`src/rtl/counter_arbiter_if.sv`:
```
// Bundle between the burst requesters, the 4-bit mode counter and counter_arbiter.
// The arbiter connects through the slave modport. The environment (requesters plus counter)
// connects through the master modport.
interface counter_arbiter_if #(
  parameter int unsigned LEN_W = 4,
  parameter int unsigned RCO_W = 4
) ();

  // Requester 0 command
  logic             req0;
  logic [1:0]       mode0;
  logic [3:0]       d0;
  logic [LEN_W-1:0] len0;

  // Requester 1 command
  logic             req1;
  logic [1:0]       mode1;
  logic [3:0]       d1;
  logic [LEN_W-1:0] len1;

  // Grant / completion status
  logic             gnt0;
  logic             gnt1;
  logic             done0;
  logic             done1;
  logic             aborted;
  logic [RCO_W-1:0] rco_cnt;
  logic             busy;

  // Shared counter controls and observed counter signals
  logic             enable_;
  logic [1:0]       mode_;
  logic [3:0]       D_;
  logic             rco_;
  logic             load_;

  modport master (
    output req0, mode0, d0, len0,
    output req1, mode1, d1, len1,
    output rco_, load_,
    input  gnt0, gnt1, done0, done1, aborted, rco_cnt, busy,
    input  enable_, mode_, D_
  );

  modport slave (
    input  req0, mode0, d0, len0,
    input  req1, mode1, d1, len1,
    input  rco_, load_,
    output gnt0, gnt1, done0, done1, aborted, rco_cnt, busy,
    output enable_, mode_, D_
  );

endinterface

```
`src/rtl/counter_arbiter.sv`:
```
// Two-requester burst arbiter for the shared 4-bit mode counter.
// A winning requester's mode, load value and length are latched in IDLE. The counter is then
// set up for one cycle and enabled for the burst length. Completion is reported with a done
// pulse, and an aborted flag if the requester dropped req mid-burst.
// Optional build macro COUNTER_ARB_FIXED_PRIO_EN: requester 0 always wins contention.
// When it is undefined (the default), contention is resolved round-robin.
module counter_arbiter #(
  parameter int unsigned LEN_W = 4,
  parameter int unsigned RCO_W = 4
) (
  input logic              clk,
  input logic              reset,
  counter_arbiter_if.slave bus
);

  localparam logic [1:0] IDLE  = 2'd0;
  localparam logic [1:0] SETUP = 2'd1;
  localparam logic [1:0] RUN   = 2'd2;
  localparam logic [1:0] DONE  = 2'd3;

  localparam logic [LEN_W-1:0] LEN_ONE = LEN_W'(1);
  localparam logic [RCO_W-1:0] RCO_ONE = RCO_W'(1);
  localparam logic [RCO_W-1:0] RCO_MAX = {RCO_W{1'b1}};

  logic [1:0]       state_q, state_d;
  logic             sel_q, sel_d;                  // requester owning the current burst
  logic             last_served_q, last_served_d;
  logic [1:0]       mode_q, mode_d;                // drives mode_ directly
  logic [3:0]       data_q, data_d;                // drives D_ directly
  logic [LEN_W-1:0] remaining_q, remaining_d;
  logic [RCO_W-1:0] rco_cnt_q, rco_cnt_d;
  logic             aborted_q, aborted_d;

  logic             pick_valid;
  logic             pick;
  logic [1:0]       pick_mode;
  logic [3:0]       pick_data;
  logic [LEN_W-1:0] pick_len_raw;
  logic [LEN_W-1:0] pick_len;
  logic             granted_req;
  logic             owns_counter;

  // load_ is observed by the environment only; the FSM never needs it.
  logic unused_sig;
  assign unused_sig = ^{bus.load_, last_served_q};

  // Choose which requester wins the next contest in IDLE.
  always_comb begin
    pick_valid = bus.req0 | bus.req1;
    pick       = 1'b0;
    if (bus.req0 && bus.req1) begin
`ifdef COUNTER_ARB_FIXED_PRIO_EN
      pick = 1'b0;
`else
      pick = ~last_served_q;
`endif
    end else if (bus.req1) begin
      pick = 1'b1;
    end
  end

  // Mux the winning requester's command; a zero length runs as a single cycle.
  always_comb begin
    pick_mode    = pick ? bus.mode1 : bus.mode0;
    pick_data    = pick ? bus.d1    : bus.d0;
    pick_len_raw = pick ? bus.len1  : bus.len0;
    pick_len     = (pick_len_raw == '0) ? LEN_ONE : pick_len_raw;
  end

  // Next-state logic for the burst FSM and its datapath.
  always_comb begin
    state_d       = state_q;
    sel_d         = sel_q;
    last_served_d = last_served_q;
    mode_d        = mode_q;
    data_d        = data_q;
    remaining_d   = remaining_q;
    rco_cnt_d     = rco_cnt_q;
    aborted_d     = aborted_q;
    granted_req   = sel_q ? bus.req1 : bus.req0;

    unique case (state_q)
      IDLE: begin
        if (pick_valid) begin
          // The command is captured here. Later changes on the request inputs are ignored.
          sel_d       = pick;
          mode_d      = pick_mode;
          data_d      = pick_data;
          remaining_d = pick_len;
          rco_cnt_d   = '0;
          aborted_d   = 1'b0;
          state_d     = SETUP;
        end
      end
      SETUP: begin
        state_d = RUN;
      end
      RUN: begin
        remaining_d = remaining_q - LEN_ONE;
        if (bus.rco_ && (rco_cnt_q != RCO_MAX)) begin
          rco_cnt_d = rco_cnt_q + RCO_ONE;
        end
        // A dropped request ends the burst early even on its final cycle.
        if (!granted_req) begin
          aborted_d = 1'b1;
          state_d   = DONE;
        end else if (remaining_q == LEN_ONE) begin
          state_d = DONE;
        end
      end
      DONE: begin
        last_served_d = sel_q;
        state_d       = IDLE;
      end
      default: begin
        state_d = IDLE;
      end
    endcase
  end

  // State and datapath registers; reset drops any burst in flight without a done pulse.
  always_ff @(posedge clk or posedge reset) begin
    if (reset) begin
      state_q       <= IDLE;
      sel_q         <= 1'b0;
      last_served_q <= 1'b1;
      mode_q        <= 2'b00;
      data_q        <= 4'h0;
      remaining_q   <= '0;
      rco_cnt_q     <= '0;
      aborted_q     <= 1'b0;
    end else begin
      state_q       <= state_d;
      sel_q         <= sel_d;
      last_served_q <= last_served_d;
      mode_q        <= mode_d;
      data_q        <= data_d;
      remaining_q   <= remaining_d;
      rco_cnt_q     <= rco_cnt_d;
      aborted_q     <= aborted_d;
    end
  end

  // Outputs are decoded from registered state only, so there is no input-to-output path.
  assign owns_counter = (state_q == SETUP) || (state_q == RUN);
  assign bus.gnt0     = owns_counter & ~sel_q;
  assign bus.gnt1     = owns_counter &  sel_q;
  assign bus.done0    = (state_q == DONE) & ~sel_q;
  assign bus.done1    = (state_q == DONE) &  sel_q;
  assign bus.aborted  = (state_q == DONE) & aborted_q;
  assign bus.rco_cnt  = rco_cnt_q;
  assign bus.busy     = (state_q != IDLE);
  assign bus.enable_  = (state_q == RUN);
  assign bus.mode_    = mode_q;
  assign bus.D_       = data_q;

  // Grants never overlap and only one requester completes per cycle.
  a_gnt_excl: assert property (@(posedge clk) disable iff (reset) !(bus.gnt0 && bus.gnt1));
  a_done_excl: assert property (@(posedge clk) disable iff (reset) !(bus.done0 && bus.done1));
  // The counter is only enabled while someone holds a grant.
  a_en_gnt: assert property (@(posedge clk) disable iff (reset)
                             bus.enable_ |-> (bus.gnt0 || bus.gnt1));

endmodule

```
`src/flat_wrapper.sv`:
```
// flat-port wrapper written by rule: the top's interface ports become plain ports
module counter_arbiter_flat 
#(
  parameter int unsigned LEN_W = 4,
  parameter int unsigned RCO_W = 4
)
  (clk, reset, bus_req0, bus_mode0, bus_d0, bus_len0, bus_req1, bus_mode1, bus_d1, bus_len1, bus_rco_, bus_load_, bus_gnt0, bus_gnt1, bus_done0, bus_done1, bus_aborted, bus_rco_cnt, bus_busy, bus_enable_, bus_mode_, bus_D_);
  counter_arbiter_if #(.LEN_W(LEN_W), .RCO_W(RCO_W)) bus_i ();
  input logic clk;
  input logic reset;
  input wire logic [$bits(bus_i.req0)-1:0] bus_req0;
  input wire logic [$bits(bus_i.mode0)-1:0] bus_mode0;
  input wire logic [$bits(bus_i.d0)-1:0] bus_d0;
  input wire logic [$bits(bus_i.len0)-1:0] bus_len0;
  input wire logic [$bits(bus_i.req1)-1:0] bus_req1;
  input wire logic [$bits(bus_i.mode1)-1:0] bus_mode1;
  input wire logic [$bits(bus_i.d1)-1:0] bus_d1;
  input wire logic [$bits(bus_i.len1)-1:0] bus_len1;
  input wire logic [$bits(bus_i.rco_)-1:0] bus_rco_;
  input wire logic [$bits(bus_i.load_)-1:0] bus_load_;
  output wire logic [$bits(bus_i.gnt0)-1:0] bus_gnt0;
  output wire logic [$bits(bus_i.gnt1)-1:0] bus_gnt1;
  output wire logic [$bits(bus_i.done0)-1:0] bus_done0;
  output wire logic [$bits(bus_i.done1)-1:0] bus_done1;
  output wire logic [$bits(bus_i.aborted)-1:0] bus_aborted;
  output wire logic [$bits(bus_i.rco_cnt)-1:0] bus_rco_cnt;
  output wire logic [$bits(bus_i.busy)-1:0] bus_busy;
  output wire logic [$bits(bus_i.enable_)-1:0] bus_enable_;
  output wire logic [$bits(bus_i.mode_)-1:0] bus_mode_;
  output wire logic [$bits(bus_i.D_)-1:0] bus_D_;
  assign bus_i.req0 = bus_req0;
  assign bus_i.mode0 = bus_mode0;
  assign bus_i.d0 = bus_d0;
  assign bus_i.len0 = bus_len0;
  assign bus_i.req1 = bus_req1;
  assign bus_i.mode1 = bus_mode1;
  assign bus_i.d1 = bus_d1;
  assign bus_i.len1 = bus_len1;
  assign bus_i.rco_ = bus_rco_;
  assign bus_i.load_ = bus_load_;
  assign bus_gnt0 = bus_i.gnt0;
  assign bus_gnt1 = bus_i.gnt1;
  assign bus_done0 = bus_i.done0;
  assign bus_done1 = bus_i.done1;
  assign bus_aborted = bus_i.aborted;
  assign bus_rco_cnt = bus_i.rco_cnt;
  assign bus_busy = bus_i.busy;
  assign bus_enable_ = bus_i.enable_;
  assign bus_mode_ = bus_i.mode_;
  assign bus_D_ = bus_i.D_;
  counter_arbiter #(.LEN_W(LEN_W), .RCO_W(RCO_W)) u_core (.clk(clk), .reset(reset), .bus(bus_i));
endmodule
```
`config.mk`:
```
export PLATFORM = sky130hd
export DESIGN_NAME = counter_arbiter_flat
export DESIGN_NICKNAME = d
export VERILOG_FILES = /design/src/rtl/counter_arbiter_if.sv /design/src/rtl/counter_arbiter.sv /design/src/flat_wrapper.sv
export SDC_FILE = /design/constraint.sdc
export NUM_CORES = 1
export LEC_CHECK = 0
export ABC_AREA = 0
export BUFFER_PORTS_ARGS = -buffer_cell sky130_fd_sc_hd__buf_2
export CORE_MARGIN = 3
export CORE_UTILIZATION = 43
export CTS_BUF_LIST = sky130_fd_sc_hd__clkbuf_4 sky130_fd_sc_hd__clkbuf_8 sky130_fd_sc_hd__clkbuf_16
export CTS_CLUSTER_SIZE = 24
export DETAILED_ROUTE_END_ITERATION = 7
export PLACE_DENSITY = 0.74
export SYNTH_ARGS = -nofsm -noshare
export SYNTH_HDL_FRONTEND = slang
export SYNTH_SLANG_ARGS = --single-unit
```
`constraint.sdc`:
```
create_clock -name clk -period 1.6 [get_ports clk]
set_input_delay 0.32 -clock clk [delete_from_list [all_inputs] [get_ports clk]]
set_output_delay 0.32 -clock clk [all_outputs]
set_load 0.05 [all_outputs]
```
Word-level counts from Yosys, hierarchy flattened

Cells that the tools add are included.

Bits in registers: 19
Bits in latches: 0
RAM bits: 0
Bits in read-only memories: 0
Output and inout bits: 17
Logic and storage cells: 58
Memories kept: 0

$add $sub $neg: 2
Multiply operators: 0
Divide/modulo/power cells: 0
Magnitude comparators: 0
Equal/unequal tests: 9
Shift operators: 0
Mux-type cells: 19
Bitwise logic cells: 8
Reductions and logical operators: 12

Operator list:

| cell                                                                   | count |
|---|---|
| 4-bit two-way mux                                                      | 6 |
| 4-bit one-hot mux with 2 select lines                                  | 2 |
| 2-bit two-way mux                                                      | 4 |
| 2-bit one-hot mux with 4 select lines                                  | 1 |
| 2-bit AND reduction                                                    | 3 |
| 3-bit AND reduction                                                    | 2 |
| 1-bit AND                                                              | 5 |
| 1-bit two-way mux                                                      | 5 |
| 4-bit by 1-bit adder with 4-bit output (second input constant)         | 1 |
| 2-bit equality test (second input constant)                            | 2 |
| 4-bit by 1-bit equality test with 1-bit output (second input constant) | 1 |
| 4-bit zero test                                                        | 1 |
| 2-bit by 1-bit != test with 1-bit output (second input constant)       | 2 |
| 4-bit != test (second input constant)                                  | 1 |
| 2-bit nonzero test                                                     | 2 |
| 4-bit by 1-bit subtractor with 4-bit output (second input constant)    | 1 |
| 3-bit != test (second input constant)                                  | 1 |
| 2-bit by 1-bit equality test with 1-bit output (second input constant) | 1 |
| 1-bit logical AND                                                      | 2 |
| 2-bit zero test                                                        | 1 |
| 2-bit != test (second input constant)                                  | 1 |
| 1-bit inverter                                                         | 2 |
| 1-bit one-hot mux with 2 select lines                                  | 1 |
| 1-bit logical OR                                                       | 1 |
| 1-bit OR                                                               | 1 |

Longest topological paths before layout

Gate-level depths: netlist (run 1).

Depth in word-level cells: 7
Gate-level depth with buffers: 6
Gate-level depth less buffers: 6

Least setup slack after synthesis (run 1)

OpenSTA, ideal clock, no wires.

Path kind: register to register
Start point: register u_core.state_q[0]
End point: register u_core.rco_cnt_q[2], in the netlist u_core.bus.rco_cnt[2]
Library setup time: 0.120 ns
Arrival time: 1.853 ns
Setup slack: -0.373 ns
Stages on the path, launching flop included: 7
Path buffers: 0
Period minus slack after synthesis: 1.973 ns
Cell sequence: dfrtp_1 > inv_1 > ha_1 > nor2_1 > nor4b_4 > a21oi_1 > a31o_1

Longest elaborated chain between the ends: 3

RTL lines:

| element                                                                                                | line                   | text |
|---|---|---|
| start, declared                                                                                        | counter_arbiter.sv:25  | `logic [1:0] state_q, state_d;` |
| start signal, assigned                                                                                 | counter_arbiter.sv:133 | `state_q <= state_d;` |
| 2-bit equality test (*)                                                                                | -                      |  |
| net bus_enable_                                                                                        | flat_wrapper.sv:28     | `output wire logic [$bits(bus_i.enable_)-1:0] bus_enable_;` |
| 2-bit by 1-bit != test with 1-bit output (no source line) / 2-bit nonzero test (equally long branches) | -                      |  |
| 3-bit AND reduction (no source line)                                                                   | -                      |  |
| end signal, assigned                                                                                   | counter_arbiter.sv:139 | `rco_cnt_q <= rco_cnt_d;` |
| end, declared                                                                                          | counter_arbiter.sv:31  | `logic [RCO_W-1:0] rco_cnt_q, rco_cnt_d;` |

Mark *: on every way through the listed nets, which the timed path passes. The rest lies on a longest branch.
A chain may end at the register's enable or synchronous reset.

Worst setup path after layout (run 1)

Start point: register u_core.state_q[1]
End point: register u_core.rco_cnt_q[0], in the netlist u_core.bus.rco_cnt[0]

Longest elaborated chain between the ends: 3

RTL lines:

| element                                                                                                | line                  | text |
|---|---|---|
| 2-bit equality test / 2-bit zero test (equally long branches)                                          | counter_arbiter.sv:82 | `unique case (state_q)` |
| 2-bit by 1-bit != test with 1-bit output (no source line) / 2-bit nonzero test (equally long branches) | -                     |  |
| 3-bit AND reduction (no source line)                                                                   | -                     |  |

Several ways; a longest one is shown, not always the timed one.

==> summary.txt, run 1 <==
Setup path
  – Critical path endpoint category: flop
  – Req. time, crit path: 1.79 ns
  – CP Max Fanout: 6
  – Worst Path Arrival: 1.86 ns
  – Crit Path Class: flop to flop
  – Cell Chain, Critical Path: inv_2 -> ha_4 -> nor3b_4 -> nor4b_4 -> mux2i_1 -> nor2_1
  – WP buf/inv: 1
  – R2R Setup Slk: -0.07 ns
  – Startpoint types: flop
  – Cell family with most CP delay: simple AND/OR/NAND/NOR gates
  – Largest stage delay, worst path: 0.42 ns
  – Slowest cell on the critical path: nor4b_4

Global routing
  – Global-route wire length before repair: 4.94 mm
  – Vias in the first global route: 1136
  – Total gr overflow: 0
  – Initial antenna violation count: 0
  – Total Routing Usage GR: 18.9%
  – Largest net degree at the start of global routing: 14

Route
  – Drt total wl: 3.06 mm
  – Vias post-DR: 1130
  – WL/cell: 14.7 um
  – Remaining antenna violation count: 0
  – Residual DRC: 0
  – Routed vias/inst: 5.43
  – Initial DRT Pass Iterations: 4
  – Initial DRC count: 43

Pwr
  – Leakage: 0.844 nW
  – Max VDD drop: 0.00159 V
  – Power after layout: 3.68 mW
  – Power per Cell Area: 2130 nW/um2

STA
  – Final setup fails: 9
  – Final setup TNS: -0.382 ns
  – Slew Viols, Final: 0
  – Final WS setup: -0.0705 ns
  – Final Skew: 0.00948 ns
  – Max Clk Rate: 599 MHz
  – Fin crit period: 1.67 ns
  – Worst-Margin Slew: 0.386 ns
  – Hold Vio Cnt, Final: 0
  – Slew HR: 74.2%
  – Tcrit/Tclk final: 104%
  – RSZ-0062 raised after global routing: true

Yosys
  – Sequential cell area fraction in the yosys report: 42.1%
  – Dominant cells by area after synthesis: dfrtp_1 40%, mux2i_1 7.9%, ha_1 6.6%
  – Yosys reg bits: 19
  – Syn nets: 147
  – Top_reg_cell synth: dfrtp_1
  – Top-area cell type share of the netlist area: 39.7%
  – Post-synth top cells: 18 x dfrtp_1, 12 x nor2_1, 9 x mux2i_1, 9 x nand2_1, 9 x o21ai_1
  – Mean area per synthesized cell: 9.86 um2
  – Async SR Flop Fraction: 100%
  – Yosys cell types: 36
  – Mapped cell area: 1130 um2
  – Yosys warns: 0
  – Cell with the most instances after synthesis: dfrtp_1
  – EDFF count, synth: 0
  – Cell taking the most area after synthesis: dfrtp_1
  – Syn Inst Count: 115

Layout
  – Fillers: 179
  – Nets: 213
  – Finished Core Util: 73.2%
  – Sequential cell area: 479 um2
  – Diodes inserted: 0
  – Multi-input logic area: 714 um2
  – Share of cells above drive strength 1: 52.8%
  – Layout area overhead: 52.4%
  – Final std cells w/o fill: 208

Clock tree
  – Clk_lat worst skew: 0.30 ns
  – CTS tree: done
  – Clock transition at path regs: 0.11 ns
  – CTS sink cnt: 19
  – Inserted Clock Buffers: 3
  – Root Driver: clkbuf_4
  – Clock tree buffer depth: 2
  – CTS H-tree lvls: 1

Floorplanning
  – Die Y: 57.3 um
  – Die Area: 3290 um2
  – Std-Cell Core Area: 2360 um2
  – Initial core utilization: 48.0%
  – Die width: 57.3 um
  – Io pins: 43
  – Row cnt: 17

Hold path
  – Hold Path Class: input port to flop

Placement
  – GPL Wtd Cong: 0.801
  – Detailed Place HPWL: 2.28 mm
  – Post-place setup slack: -0.0251 ns
  – Buffers added on ports: 41
  – Placed Cells incl. Taps: 195

Flow run
  – Max-cap viol count: 0

Outcome
  – Status: complete, but fails checks
  – Violated checks: negative setup slack
## worst min-delay path, delay by kind of cell
family | cells | cell delay, ns
multiplexers | 1 | 0.06
buffers and inverters | 1 | 0.07
AO/OA/AOI/OAI | 1 | 0.11
## worst paths after layout
kind,startpoint,end,cells after the start
setup / recovery,u_core.state_q[1],u_core.bus.rco_cnt[0],6
hold / removal,bus_mode0[1],u_core.bus.mode_[1],3
setup reg to reg,u_core.state_q[1],u_core.bus.rco_cnt[0],6
hold reg to reg,u_core.bus.mode_[1],u_core.bus.mode_[1],2
max in group asynchronous,reset,u_core.remaining_q[0],4
min in group asynchronous,reset,u_core.sel_q,3
## logic make-up after synthesis
family          count (synthesis)  share of synthesized area [%]
compound gates                 28                           16.1
xor+xnor                        1                          0.773
fa+ha+maj                       6                           6.62
buf+inv                         9                           3.64
flops                          19                           42.1
mux                            12                           10.9
simple gates                   40                           19.9
## power by group
| group | switching, mW | internal (mW) |
|---|---|---|
| Clock | 0.143 | 0.114 |
| Sequential | 0.172 | 0.694 |
| Combinational | 1.47 | 1.09 |
| Total | 1.78 | 1.90 |
## cells in the final DEF (no fill, tap or decap), types with 4 or more instances in the layout
| master | synthesis | routed |
|---|---|---|
| buf_2 | 0 | 34 |
| buf_8 | 0 | 4 |
| nand2_1 | 9 | 9 |
| buf_4 | 0 | 19 |
| inv_1 | 6 | 4 |
| mux2i_1 | 9 | 9 |
| nor2_1 | 12 | 10 |
| nor3_1 | 4 | 4 |
| dfrtp_1 | 18 | 16 |
| o21ai_1 | 9 | 9 |
| clkbuf_4 | 0 | 5 |
| buf_6 | 1 | 5 |
| ha_4 | 0 | 4 |
## area by class of cell
cell class / instances / area share, %
flip-flops and latches: 19 / 27.7
inverters: 6 / 1.30
well taps: 28 / 2.03
repair buffers: 64 / 25.9
multi-input cells: 87 / 41.3
clock buffers: 4 / 1.74
## per-layer routing
metal | GRT usage (%) | up-vias | share of wire [%]
met2 | 34.5 | 31 | 55
met3 | 2.71 | 5 | 4.0
met5 | 0 | - | 0
met4 | 5.96 | 0 | 1.3
li1 | - | 542 | -
met1 | 22.5 | 552 | 40
## through the flow
stage | hold WS [ns] | cell area, um2
floorplan | 0.270 | 1170
global placement | 0.308 | 1500
detailed placement | 0.310 | 1500
CTS | 0.293 | 1660
global route | 0.307 | 1730
finish | 0.291 | 1730
## sequential cells by signal, summed over array words and instances, names as in the netlist
name	count
u_core.bus.rco_cnt	4
u_core.aborted_q	1
u_core.sel_q	1
u_core.state_q	2
u_core.remaining_q	4
u_core.last_served_q	1
u_core.bus.mode_	2
u_core.bus.D_	4
## timing repair
item | 4_1_cts | 5_1_grt
hold buffers | 1 | 0
resized for setup | 25 | 12
endpoints found under the setup margin | 11 | 15
pin swaps | 3 | 7
buffers inserted | 4 | 4
cloned | 0 | 0
endpoints found under the hold margin | 8 | 0
Power figures use the tool's default switching activity.
==> run 2, diff against run 1 <==
==> constraint.sdc (replaced) <==
create_clock -name clk -period 1.6 [get_ports clk]
set_input_delay 0.32 -clock clk [delete_from_list [all_inputs] [get_ports clk]]
set_output_delay 0.32 -clock clk [all_outputs]
set_load 0.005 [all_outputs]
==> run 2 against run 1 <==
Compared with the run above: the run still ends with negative setup slack left; register-to-register slack improved by 0.09 ns; highest routed layer unchanged; critical path depth is 2 lower; sequential cell count stayed put; critical endpoint is now bus_enable_; total power is 17% lower; largest power group unchanged; combinational power decreased by 25%.
==> summary.txt, run 2 (synthesized netlist as in run 1, its figures left out) <==
Pwr
  – Leakage: 0.840 nW
  – Max VDD drop: 0.00122 V
  – Power per Cell Area: 1820 nW/um2

Clock tree
  – Clk_lat worst skew: 0.31 ns
  – Inserted Clock Buffers: 3
  – CTS tree: done
  – Clock tree buffer depth: 2
  – CTS H-tree lvls: 1
  – Clock transition at path regs: 0.12 ns
  – CTS sink cnt: 19
  – Count of hold-fix buffers inserted at cts: 0
  – Root Driver: clkbuf_4

Placement
  – Buffers added on ports: 41
  – Placed Cells incl. Taps: 198
  – Dpl cell area: 1480 um2
  – Detailed Place HPWL: 2.27 mm
  – GPL Wtd Cong: 0.835
  – Post-place setup slack: -0.0260 ns

Setup path
  – Worst Path Arrival: 1.29 ns
  – WP buf/inv: 3
  – Crit Path Class: flop to output port
  – Slowest cell on the critical path: dfrtp_1
  – Cell family with most CP delay: flip-flops
  – Req. time, crit path: 1.28 ns
  – CP Max Fanout: 5
  – Critical path endpoint category: output port
  – Largest stage delay, worst path: 0.42 ns
  – Startpoint types: flop
  – R2R Setup Slk: 0.02 ns
  – Cell Chain, Critical Path: buf_6 -> ha_2 -> buf_6 -> buf_2
  – Crit-path most repeated cell: buf_6

Outcome
  – Violated checks: negative setup slack
  – Status: complete, but fails checks

Route
  – WL/cell: 15.2 um
  – Initial DRT Pass Iterations: 4
  – Residual DRC: 0
  – Remaining antenna violation count: 0
  – Vias post-DR: 1115
  – Routed vias/inst: 5.33
  – Drt total wl: 3.19 mm
  – Initial DRC count: 19

Layout
  – Diodes inserted: 0
  – Most frequent cells in the layout: 39 x buf_2, 19 x buf_4, 18 x dfrtp_1
  – Sequential cell area: 477 um2
  – Final design area excluding fillers: 1690 um2
  – Nets: 214
  – Fillers: 176
  – Share of cells above drive strength 1: 54.7%
  – Layout area overhead: 49.1%
  – Commonest non-fill, non-tap cell in the layout: buf_2
  – Multi-input logic area: 709 um2
  – Final std cells w/o fill: 209

STA
  – RSZ-0062 raised after global routing: true
  – Final setup TNS: -0.0216 ns
  – Final Skew: 0.0121 ns
  – Slew HR: 77.4%
  – Fin crit period: 1.61 ns
  – WHS: 0.00297 ns
  – Final setup fails: 3
  – Worst-Margin Slew: 0.336 ns
  – Tcrit/Tclk final: 101%
  – Final WS setup: -0.0123 ns
  – Slew Viols, Final: 0
  – Hold Vio Cnt, Final: 0
  – Max Clk Rate: 620 MHz

Floorplanning
  – Std-Cell Core Area: 2360 um2
  – Die width: 57.3 um
  – Row cnt: 17
  – Die Y: 57.3 um
  – Io pins: 43
  – Die Area: 3290 um2
  – Initial core utilization: 48.0%

Global routing
  – Global-route wire length before repair: 5.06 mm
  – Vias in the first global route: 1124
  – Initial antenna violation count: 0
  – Total gr overflow: 0
  – Total Routing Usage GR: 19.9%
  – Largest net degree at the start of global routing: 20

Flow run
  – Max-cap viol count: 0

Hold path
  – Hold Path Class: input port to async pin
[run 2: changes by cell type in the layout (fill, tap and decap cells not counted), sizes merged]
cell         change
buf              +3
clkbuf           -1
dlygate4sd3      -1
[run 2: worst paths after layout]
kind	from	to	depth (start not counted)
max in group asynchronous	reset	u_core.last_served_q	3
worst min register to register	u_core.bus.D_[2]	u_core.bus.D_[2]	2
worst max register to register	u_core.state_q[0]	u_core.bus.rco_cnt[2]	6
worst min-delay path	reset	u_core.remaining_q[3]	3
worst max-delay path	u_core.state_q[1]	bus_enable_	4
min in group clk	bus_mode0[0]	u_core.bus.mode_[0]	3
[run 2: timing repair]
item	in CTS	in global routing
setup buffers	6	2
pin swaps	4	10
gates resized for setup	11	22
setup endpoints to repair	12	17
endpoints found under the hold margin	0	0
[run 2: tightest hold or removal path: stages]
cell and delay (ns):
buf_2 0.09, inv_1 0.04, buf_4 0.26
[run 2: layout make-up]
class	count	share of cell area, %
Multi-Input combinational cell	87	42.0
Sequential cell	19	28.2
Timing Repair Buffer	65	24.6
Tap cell	28	2.07
Clock buffer	4	1.78
Inverter	6	1.33
[run 2: stage by stage]
stage / utilization (%) / power, mW
2_1_floorplan: - / 1.65
3_3_place_gp: 62.8 / 2.22
3_5_place_dp: 62.8 / 2.32
4_1_cts: 68.0 / 2.84
5_1_grt: 71.6 / 3.33
6_report: 71.6 / 3.07
[run 2: routing by layer]
metal  GRT usage, %  vias up  wire length, um
met5              0        -                0
met4           8.94        0               42
met3           5.43        4              149
met2           33.4       24             1690
met1           23.6      545             1300
li1               -      542                -
[run 2: report_power, final]
group	switching [mW]	total, mW	internal (mW)
combinational	0.899	1.93	1.03
sequential	0.170	0.862	0.692
clock	0.160	0.275	0.114
==> run 3, diff against run 2 <==
--- a/config.mk
+++ b/config.mk
@@ -13,4 +13,6 @@
 export CTS_CLUSTER_SIZE = 24
 export DETAILED_ROUTE_END_ITERATION = 7
+export GPL_TIMING_DRIVEN = 0
+export HOLD_SLACK_MARGIN = 0.03
 export PLACE_DENSITY = 0.74
 export SYNTH_ARGS = -nofsm -noshare
==> constraint.sdc (replaced) <==
create_clock -name clk -period 1.6 [get_ports clk]
set_input_delay 0.32 -clock clk [delete_from_list [all_inputs] [get_ports clk]]
set_output_delay 0.32 -clock clk [all_outputs]
set_load 0.1 [all_outputs]
==> run 3 against run 2 <==
Compared with the run above: the flow still finishes with violations (negative setup slack); via count is 2.8% higher; critical path type unchanged; design area is 14% higher; first-iteration DRC count grew to 3.5 times the previous value; worst setup slack worse by 0.15 ns; die area stayed put; fmax is 8.5% lower; global-route usage is 1.2 points higher; sequential cell count stayed put; register-to-register slack worse by 0.16 ns.
==> summary.txt, run 3 (synthesized netlist as in run 1, its figures left out) <==
Setup path
  – CP Max Fanout: 3
  – R2r endpoint: u_core.bus.rco_cnt[2]
  – Startpoint types: flop
  – Req. time, crit path: 1.28 ns
  – Reg2reg path depth: 7
  – Worst Path Arrival: 1.44 ns
  – Crit Path Class: flop to output port
  – Critical path endpoint category: output port
  – R2R Setup Slk: -0.14 ns
  – R2r startpoint: u_core.state_q[1]

STA
  – Final setup TNS: -1.61 ns
  – Hold Vio Cnt, Final: 0
  – Max Clk Rate: 567 MHz
  – Final Skew: 0.00602 ns
  – Slew HR: 51.2%
  – Tcrit/Tclk final: 110%
  – WHS: 0.134 ns
  – Final setup fails: 18
  – Final WS setup: -0.162 ns
  – Slew Viols, Final: 0
  – Worst-Margin Slew: 0.731 ns
  – Fin crit period: 1.76 ns
  – RSZ-0062 raised after global routing: true

Global routing
  – Initial antenna violation count: 0
  – Total Routing Usage GR: 21.1%
  – Vias in the first global route: 1104
  – Largest net degree at the start of global routing: 20
  – Total gr overflow: 0
  – Global-route wire length before repair: 5.38 mm

Floorplanning
  – Row cnt: 17
  – Std-Cell Core Area: 2360 um2
  – Die width: 57.3 um
  – Die Y: 57.3 um
  – Die Area: 3290 um2
  – Initial core utilization: 48.0%
  – Io pins: 43

Route
  – Remaining antenna violation count: 0
  – Routed vias/inst: 5.38
  – WL/cell: 17.8 um
  – Initial DRT Pass Iterations: 4
  – Drt total wl: 3.80 mm
  – Initial DRC count: 67
  – Residual DRC: 0
  – Vias post-DR: 1146

Placement
  – Post-place setup slack: -0.329 ns
  – Dpl cell area: 1440 um2
  – Detailed Place HPWL: 2.15 mm
  – Buffers added on ports: 41
  – GPL Wtd Cong: 0.786

Layout
  – Commonest non-fill, non-tap cell in the layout: buf_2
  – Fillers: 140
  – Sequential cell area: 489 um2
  – Layout area overhead: 69.5%
  – Final design area excluding fillers: 1920 um2
  – Multi-input logic area: 783 um2
  – Nets: 218
  – Share of cells above drive strength 1: 62.2%
  – Most frequent cells in the layout: 33 x buf_2, 19 x buf_4, 12 x dfrtp_1
  – Diodes inserted: 0

Clock tree
  – CTS sink cnt: 19
  – Root Driver: clkbuf_4
  – Clk_lat worst skew: 0.30 ns
  – CTS tree: done
  – CTS H-tree lvls: 1
  – Inserted Clock Buffers: 3
  – Clock transition at path regs: 0.12 ns
  – Clock tree buffer depth: 2
  – Count of hold-fix buffers inserted at cts: 0

Hold path
  – Hold Path Class: input port to async pin

Outcome
  – Status: complete, but fails checks
  – Violated checks: negative setup slack

Flow run
  – Max-cap viol count: 0
run 3: per-layer routing:
metal | vias to the layer above | GRT usage, % | part of all wire, %
met1 | 544 | 26.6 | 38
met5 | - | 0 | 0
li1 | 546 | - | -
met3 | 10 | 4.52 | 4.7
met2 | 46 | 36.0 | 55
met4 | 0 | 5.96 | 2.3
run 3: worst max-delay path, stage by stage (launching register included):
cell and delay, ns:
dfrtp_2 0.46, inv_4 0.06, ha_4 0.28, nor2b_4 0.16, buf_12 0.18
run 3: layout make-up:
cell class                 count  area share [%]
timing repair buffer          66            27.9
sequential                    19            25.5
tap                           28            1.82
clock inverter                 1           0.260
inverter                       6            1.56
clock buffer                   3            1.17
buffer                         3            1.11
multi-input combinational     87            40.8
run 3: through the flow:
| step | util, % | instances |
|---|---|---|
| 2_1_floorplan | - | 115 |
| 3_3_place_gp | 61.0 | 184 |
| 3_5_place_dp | 61.0 | 184 |
| 4_1_cts | 75.3 | 206 |
| 5_1_grt | 81.4 | 213 |
| 6_report | 81.4 | 213 |
run 3: how the worst max path moves through the flow:
stage | from | slack (ns) | to | cells past startpoint
2_1_floorplan | u_core.bus.rco_cnt[0] | -0.15 | u_core.bus.rco_cnt[2] | 5
3_3_place_gp | u_core.state_q[0] | -0.29 | u_core.bus.rco_cnt[2] | 6
3_5_place_dp | u_core.state_q[0] | -0.33 | u_core.bus.rco_cnt[2] | 6
4_1_cts | u_core.state_q[0] | -0.16 | bus_gnt0 | 4
5_1_grt | u_core.state_q[1] | -0.21 | u_core.aborted_q | 8
6_report | u_core.state_q[1] | -0.16 | bus_gnt0 | 4
run 3: repair_timing:
item,in CTS,in global routing
setup endpoints to repair,22,23
pin swaps,10,7
setup buffers,18,12
resized for setup,50,23
hold endpoints to repair,0,0
cloned,0,0
Power of run 3 is not shown: default switching activity piles up to over one toggle a cycle in this logic, so the estimate is an artifact.
